<file path="config.mk">
export PLATFORM = sky130hd
export DESIGN_NAME = writeback_port_arbiter
export DESIGN_NICKNAME = d
export VERILOG_FILES = /design/src/rtl/writeback_port_arbiter.sv
export SDC_FILE = /design/constraint.sdc
export NUM_CORES = 2
export LEC_CHECK = 0
export ABC_AREA = 1
export CAP_MARGIN = 20
export CORE_MARGIN = 3
export CORE_UTILIZATION = 60
export CTS_BUF_LIST = sky130_fd_sc_hd__clkbuf_8
export DETAILED_ROUTE_END_ITERATION = 16
export GPL_TIMING_DRIVEN = 0
export PLACE_DENSITY_LB_ADDON = 0.12
export SLEW_MARGIN = 20
export SYNTH_ARGS = -nofsm -noshare
export SYNTH_HDL_FRONTEND = slang
export SYNTH_SLANG_ARGS = --single-unit
</file>
<file path="constraint.sdc">
create_clock -name clock -period 68.9 [get_ports clock]
set_input_delay 13.78 -clock clock [delete_from_list [all_inputs] [get_ports clock]]
set_output_delay 13.78 -clock clock [all_outputs]
set_load 0.01 [all_outputs]
</file>
<file path="src/rtl/writeback_port_arbiter.sv">
// -----------------------------------------------------------------------------
// writeback_port_arbiter
//
// Shares the single register-file write port between two requesters:
//   requester 0 - the in-order pipeline W stage (pipe_*), never buffered
//   requester 1 - the long-latency load-return path (ret_*), buffered in a
//                 small FIFO so returns can wait while the pipeline writes
//
// The pipeline normally wins. The FIFO head is force-granted when it has
// been passed over STARVE_LIMIT times in a row, or when the pipe write
// targets a register that a buffered return also targets (write-after-write
// hazard). In the hazard case the buffered returns drain first, so the
// younger pipe write lands last.
//
// The regfile drive outputs are registered: one cycle after a grant the
// winning address/data appear on write_address_W/data_bus_W with the
// matching scalar or vector enable.
//
// Ports
//   clock               in   rising-edge clock
//   async_reset         in   asynchronous active-high reset
//   pipe_valid          in   W stage has a write this cycle
//   pipe_addr           in   W stage destination (bit 5 = vector file)
//   pipe_data           in   W stage data
//   pipe_ready          out  W write accepted this cycle (0 = hold W)
//   ret_valid           in   return path offers a write
//   ret_addr            in   return destination
//   ret_data            in   return data
//   ret_ready           out  FIFO can accept a return (= not full)
//   write_address_W     out  registered regfile write address
//   data_bus_W          out  registered regfile write data
//   write_scalar_reg_W  out  registered scalar write enable (x0 suppressed)
//   write_vector_reg_W  out  registered vector write enable
//   fifo_count          out  current FIFO occupancy
// -----------------------------------------------------------------------------
module writeback_port_arbiter #(
  parameter int DATA_W       = 128,
  parameter int ADDR_W       = 6,
  parameter int FIFO_DEPTH   = 4,
  parameter int STARVE_LIMIT = 8,
  localparam int PTR_W       = $clog2(FIFO_DEPTH),
  localparam int CNT_W       = PTR_W + 1,
  localparam int STV_W       = $clog2(STARVE_LIMIT + 1)
) (
  input  logic              clock,
  input  logic              async_reset,
  input  logic              pipe_valid,
  input  logic [ADDR_W-1:0] pipe_addr,
  input  logic [DATA_W-1:0] pipe_data,
  output logic              pipe_ready,
  input  logic              ret_valid,
  input  logic [ADDR_W-1:0] ret_addr,
  input  logic [DATA_W-1:0] ret_data,
  output logic              ret_ready,
  output logic [ADDR_W-1:0] write_address_W,
  output logic [DATA_W-1:0] data_bus_W,
  output logic              write_scalar_reg_W,
  output logic              write_vector_reg_W,
  output logic [CNT_W-1:0]  fifo_count
);

  // Address bit that selects the vector register file.
  localparam int VEC_BIT = 5;

  // Decode of a granted address into the scalar enable: scalar file and not x0.
  function automatic logic scalar_write_en(input logic [ADDR_W-1:0] addr);
    scalar_write_en = (addr[VEC_BIT] == 1'b0) && (addr[VEC_BIT-1:0] != 5'd0);
  endfunction

  // Decode of a granted address into the vector enable.
  function automatic logic vector_write_en(input logic [ADDR_W-1:0] addr);
    vector_write_en = addr[VEC_BIT];
  endfunction

  // ---------------------------------------------------------------------------
  // Requester-1 buffer state
  // ---------------------------------------------------------------------------
  logic [ADDR_W-1:0]     fifo_addr_r [FIFO_DEPTH];
  logic [DATA_W-1:0]     fifo_data_r [FIFO_DEPTH];
  logic [FIFO_DEPTH-1:0] fifo_valid_r;   // per-slot occupancy, used for the hazard search
  logic [PTR_W-1:0]      wr_ptr_r;
  logic [PTR_W-1:0]      rd_ptr_r;
  logic [CNT_W-1:0]      count_r;
  logic [STV_W-1:0]      starve_r;

  // ---------------------------------------------------------------------------
  // Combinational arbitration signals
  // ---------------------------------------------------------------------------
  logic                  fifo_empty_s;
  logic                  fifo_full_s;
  logic [FIFO_DEPTH-1:0] addr_match_s;
  logic                  waw_hit_s;
  logic                  starve_limit_s;
  logic                  force_s;
  logic                  grant_pipe_s;
  logic                  pop_s;
  logic                  push_s;
  logic                  grant_any_s;
  logic [ADDR_W-1:0]     sel_addr_s;
  logic [DATA_W-1:0]     sel_data_s;

  // Per-slot address compare against the pipe destination.
  always_comb begin
    addr_match_s = {FIFO_DEPTH{1'b0}};
    for (int i = 0; i < FIFO_DEPTH; i++) begin
      addr_match_s[i] = fifo_valid_r[i] && (fifo_addr_r[i] == pipe_addr);
    end
  end

  // Grant decision: pipe wins unless the FIFO head is forced.
  always_comb begin
    fifo_empty_s   = (count_r == {CNT_W{1'b0}});
    fifo_full_s    = (count_r == CNT_W'(FIFO_DEPTH));
    waw_hit_s      = pipe_valid && (|addr_match_s);
    starve_limit_s = (starve_r >= STV_W'(STARVE_LIMIT));
    force_s        = !fifo_empty_s && (starve_limit_s || waw_hit_s);
    grant_pipe_s   = pipe_valid && !force_s;
    // A push landing this cycle is not visible here: only already-held
    // entries are eligible, so a push into an empty FIFO waits a cycle.
    pop_s          = !grant_pipe_s && !fifo_empty_s;
    // Acceptance depends only on full, never on a same-cycle pop.
    push_s         = ret_valid && !fifo_full_s;
    grant_any_s    = grant_pipe_s || pop_s;
    if (grant_pipe_s) begin
      sel_addr_s = pipe_addr;
      sel_data_s = pipe_data;
    end else begin
      sel_addr_s = fifo_addr_r[rd_ptr_r];
      sel_data_s = fifo_data_r[rd_ptr_r];
    end
  end

  // Handshake outputs; pipe_ready ignores ret_valid so the W stage never
  // sees a same-cycle dependency on the return path.
  always_comb begin
    pipe_ready = !force_s || !pipe_valid;
    ret_ready  = !fifo_full_s;
    fifo_count = count_r;
  end

  // ---------------------------------------------------------------------------
  // Sequential logic
  // ---------------------------------------------------------------------------

  // FIFO storage and per-slot valid bits; reset discards all buffered entries.
  always_ff @(posedge clock or posedge async_reset) begin
    if (async_reset) begin
      for (int i = 0; i < FIFO_DEPTH; i++) begin
        fifo_addr_r[i] <= {ADDR_W{1'b0}};
        fifo_data_r[i] <= {DATA_W{1'b0}};
      end
      fifo_valid_r <= {FIFO_DEPTH{1'b0}};
    end else begin
      // Pop and push never touch the same slot in one cycle: a push needs a
      // non-full FIFO, so the write slot differs from the occupied head.
      if (pop_s) begin
        fifo_valid_r[rd_ptr_r] <= 1'b0;
      end else begin
        fifo_valid_r[rd_ptr_r] <= fifo_valid_r[rd_ptr_r];
      end
      if (push_s) begin
        fifo_addr_r[wr_ptr_r]  <= ret_addr;
        fifo_data_r[wr_ptr_r]  <= ret_data;
        fifo_valid_r[wr_ptr_r] <= 1'b1;
      end else begin
        fifo_addr_r[wr_ptr_r]  <= fifo_addr_r[wr_ptr_r];
        fifo_data_r[wr_ptr_r]  <= fifo_data_r[wr_ptr_r];
      end
    end
  end

  // FIFO pointers (wrap naturally: depth is a power of two) and occupancy.
  always_ff @(posedge clock or posedge async_reset) begin
    if (async_reset) begin
      wr_ptr_r <= {PTR_W{1'b0}};
      rd_ptr_r <= {PTR_W{1'b0}};
      count_r  <= {CNT_W{1'b0}};
    end else begin
      if (push_s) begin
        wr_ptr_r <= wr_ptr_r + PTR_W'(1);
      end else begin
        wr_ptr_r <= wr_ptr_r;
      end
      if (pop_s) begin
        rd_ptr_r <= rd_ptr_r + PTR_W'(1);
      end else begin
        rd_ptr_r <= rd_ptr_r;
      end
      case ({push_s, pop_s})
        2'b10:   count_r <= count_r + CNT_W'(1);
        2'b01:   count_r <= count_r - CNT_W'(1);
        default: count_r <= count_r;
      endcase
    end
  end

  // Starvation counter: counts pipe wins over a waiting head, saturating.
  always_ff @(posedge clock or posedge async_reset) begin
    if (async_reset) begin
      starve_r <= {STV_W{1'b0}};
    end else if (pop_s || fifo_empty_s) begin
      starve_r <= {STV_W{1'b0}};
    end else if (grant_pipe_s && !starve_limit_s) begin
      starve_r <= starve_r + STV_W'(1);
    end else begin
      starve_r <= starve_r;
    end
  end

  // Registered regfile drive: address/data follow the winner and hold when idle.
  always_ff @(posedge clock or posedge async_reset) begin
    if (async_reset) begin
      write_address_W    <= {ADDR_W{1'b0}};
      data_bus_W         <= {DATA_W{1'b0}};
      write_scalar_reg_W <= 1'b0;
      write_vector_reg_W <= 1'b0;
    end else if (grant_any_s) begin
      write_address_W    <= sel_addr_s;
      data_bus_W         <= sel_data_s;
      write_scalar_reg_W <= scalar_write_en(sel_addr_s);
      write_vector_reg_W <= vector_write_en(sel_addr_s);
    end else begin
      write_address_W    <= write_address_W;
      data_bus_W         <= data_bus_W;
      write_scalar_reg_W <= 1'b0;
      write_vector_reg_W <= 1'b0;
    end
  end

endmodule

</file>
==> flow_summary.yaml <==
outcome:
  status: "complete, no violations"
timing:
  fin_skew_ps: 35.1
  finalSetupTns_ps: 0
  min_period_over_period: 0.430
  fin_crit_ps: 29660
  fmax_ghz: 0.0337
  rsz0062_at_grt: "no"
  setup_viol: 0
  hold_viol: 0
  worstMarginPinSlew_ps: 1190
  max_slew_margin: 0.208
  slew_viol_final: 0
worst_hold_path:
  hp-class: "reg2reg"
drt:
  final_antenna_net_count: 0
  vias: 37500
  vias_per_cell: 6.36
  routed_wl_mm: 134
  wl_per_cell_um: 22.7
  drtIter0Drc: 5565
  drc: 0
  dr.pass1.iters: 6
critical_path:
  cp.required_ps: 55120
  crit_type: "in2out"
  arrival_ps: 15880
  path_max_fanout: 6
  end_kind: "output pin"
  worst_setup_path_start_kind: "input pin"
die:
  core_area_sq_um: 57900
  initial_utilization: 0.608
  io_pins: 413
  die_h_um: 248
  die_x_um: 248
  die-area_sq_um: 61700
  rows: 88
pwr:
  irDropWorstVdd_uv: 25.6
  switchingPower_uw: 1160
  combPwrFrac: 0.534
  power.share.switching: 0.487
  powerDensity_nw_per_um2: 55.8
  power_leakage_uw: 0.0189
  seqPwrFrac: 0.312
  clkPwrFrac: 0.154
  power.internal_uw: 1230
synth:
  synth_largest_area_cell: "dfrtp_1"
  ys_top_cells_by_count: "1230 x o21ai_0, 829 x nand2_1, 687 x dfrtp_1, 620 x a21oi_1, 307 x inv_1"
  syn_nets: 4783
  ys_ff_latch: 687
  avgSynthCellArea_sq_um: 7.83
  synthTopCellsByArea: "dfrtp_1 49%, o21ai_0 17%, nand2_1 8.8%, a21oi_1 8.8%, inv_1 3.3%"
  netlist.area_leader.share: 0.488
  async_flop_share: 1.00
  synth_edf_count: 0
  synth_warnings: 0
  syn_area_sq_um: 35200
  synth-main-ff-cell: "dfrtp_1"
  syn_inst: 4499
  ys_seq_area_frac: 0.488
  synth.distinct_cells: 28
  yosys.cell_count.top_type: "o21ai_0"
cts:
  path_clk_slew_ps: 60
  h-tree-depth: 3
  cts-buffers-inserted: 113
  cts_buffer_depth: 3
  cts-root-buf: "clkbuf_8"
  cts_tree: "done"
  cts.sinks: 687
  cts_setup_buffers: 0
  holdBufCountCts: 0
  clock_latency_ps: 750
  cts_resized: 0
grt:
  grt.overflow.total: 0
  antenna_found_initial: 4
  grt_pass1_vias: 35700
  grt_use_total: 0.428
  grt_max_degree: 106
  grt_pass1_wl_mm: 202
placement:
  gp_congestion: 0.983
  io_buffers: 410
  place_area_sq_um: 40500
  hpwl_mm: 92.0
  dp.cells: 5683
layout:
  finalNonFillerCells: 5893
  fin_util: 0.740
  final_nets: 5317
  syn_to_final_growth_pct: 21.7
  final_cell_area_sq_um: 42900
  drive_above_1_share: 0.0631
flow_run:
  maxCapViolCount: 0
[kinds of logic (layout without fill, tap and decap cells)]
group                    count (synthesis)  count (layout)  share of synthesized area
other                                    0              11                          0
AND/OR/NAND/NOR                       1085            1085                      0.124
AO/OA/AOI/OAI                         2010            2010                      0.302
buffers and inverters                  699            1317                     0.0794
adder cells (fa/ha/maj)                 12              12                    0.00447
flip-flops                             687             687                      0.488
XOR/XNOR                                 6               6                    0.00149
[critical path, stage by stage]
cell             delay, ps
clkdlybuf4s50_1        660
inv_2                  100
nand2_1                 70
nand2_1                 50
nor2_1                 150
nand2_1                 70
nor2_1                 100
nor2_1                  40
nand2_1                100
nand2_1                 90
nand2_2                 90
nand3_1                 70
clkdlybuf4s50_1        500
[path summary, 6_finish.rpt]
check	endpoint	slack [ps]	start	cells after the start
worst max register to register	fifo_data_r[156]	63930	wr_ptr_r[0]	11
worst min register to register	fifo_data_r[298]	490	fifo_data_r[298]	2
worst min-delay path	fifo_data_r[298]	490	fifo_data_r[298]	2
min in group asynchronous	data_bus_W[107]	13460	async_reset	2
worst max-delay path	pipe_ready	39240	pipe_addr[4]	13
max in group asynchronous	fifo_data_r[39]	53070	async_reset	7
[stage by stage]
stage,setup slack (ps),hold WS [ps],power (uW)
floorplan,35860,453,1480
global placement,27960,466,1930
detailed placement,39310,472,1970
CTS,39300,486,2330
global route,39070,503,2540
finish,39240,486,2390
[per-layer routing]
metal	routed length [um]	up-vias	part of all wire	GRT usage
met1	49000	17600	0.37	0.566
met3	18600	607	0.14	0.125
li1	-	16400	-	-
met2	57500	2890	0.43	0.627
met5	0	-	0	0
met4	8720	0	0.065	0.253
[state kept, by name, indices dropped and copies added, names as in the netlist]
| signal | cells |
|---|---|
| data_bus_W | 128 |
| fifo_addr_r | 24 |
| fifo_count | 3 |
| fifo_data_r | 512 |
| fifo_valid_r | 4 |
| rd_ptr_r | 2 |
| starve_r | 4 |
| wr_ptr_r | 2 |
| write_address_W | 6 |
| write_scalar_reg_W | 1 |
| write_vector_reg_W | 1 |
[placed cells by master, fill, tap and decap left out, types with 65 or more instances in the layout]
cell type	count
o21ai_1	65
clkdlybuf4s50_1	410
clkbuf_8	139
nand3_1	220
a21oi_1	620
o21ai_0	1230
nand2_1	829
a22oi_2	70
dfrtp_1	687
inv_1	342
clkbuf_1	281
[final cells by class]
cell class / count / area, sq um
Multi-Input combinational cell: 3113 / 15200
Clock inverter: 60 / 375
Tap cell: 765 / 957
Inverter: 316 / 1190
Buffer: 383 / 1620
Fill cell: 4722 / 15100
Antenna cell: 11 / 27.5
Sequential cell: 687 / 17200
Clock buffer: 139 / 1910
Timing Repair Buffer: 419 / 4340
[power by group through the flow]
stage          combinational (uW)  sequential [uW]  clock [uW]
2_1_floorplan                 748              736           0
3_3_place_gp                 1190              738           0
3_5_place_dp                 1220              742           0
5_1_grt                      1390              767         384
6_report                     1280              746         368
4_1_cts                      1230              738         367
(Power assumes the default switching activity.)
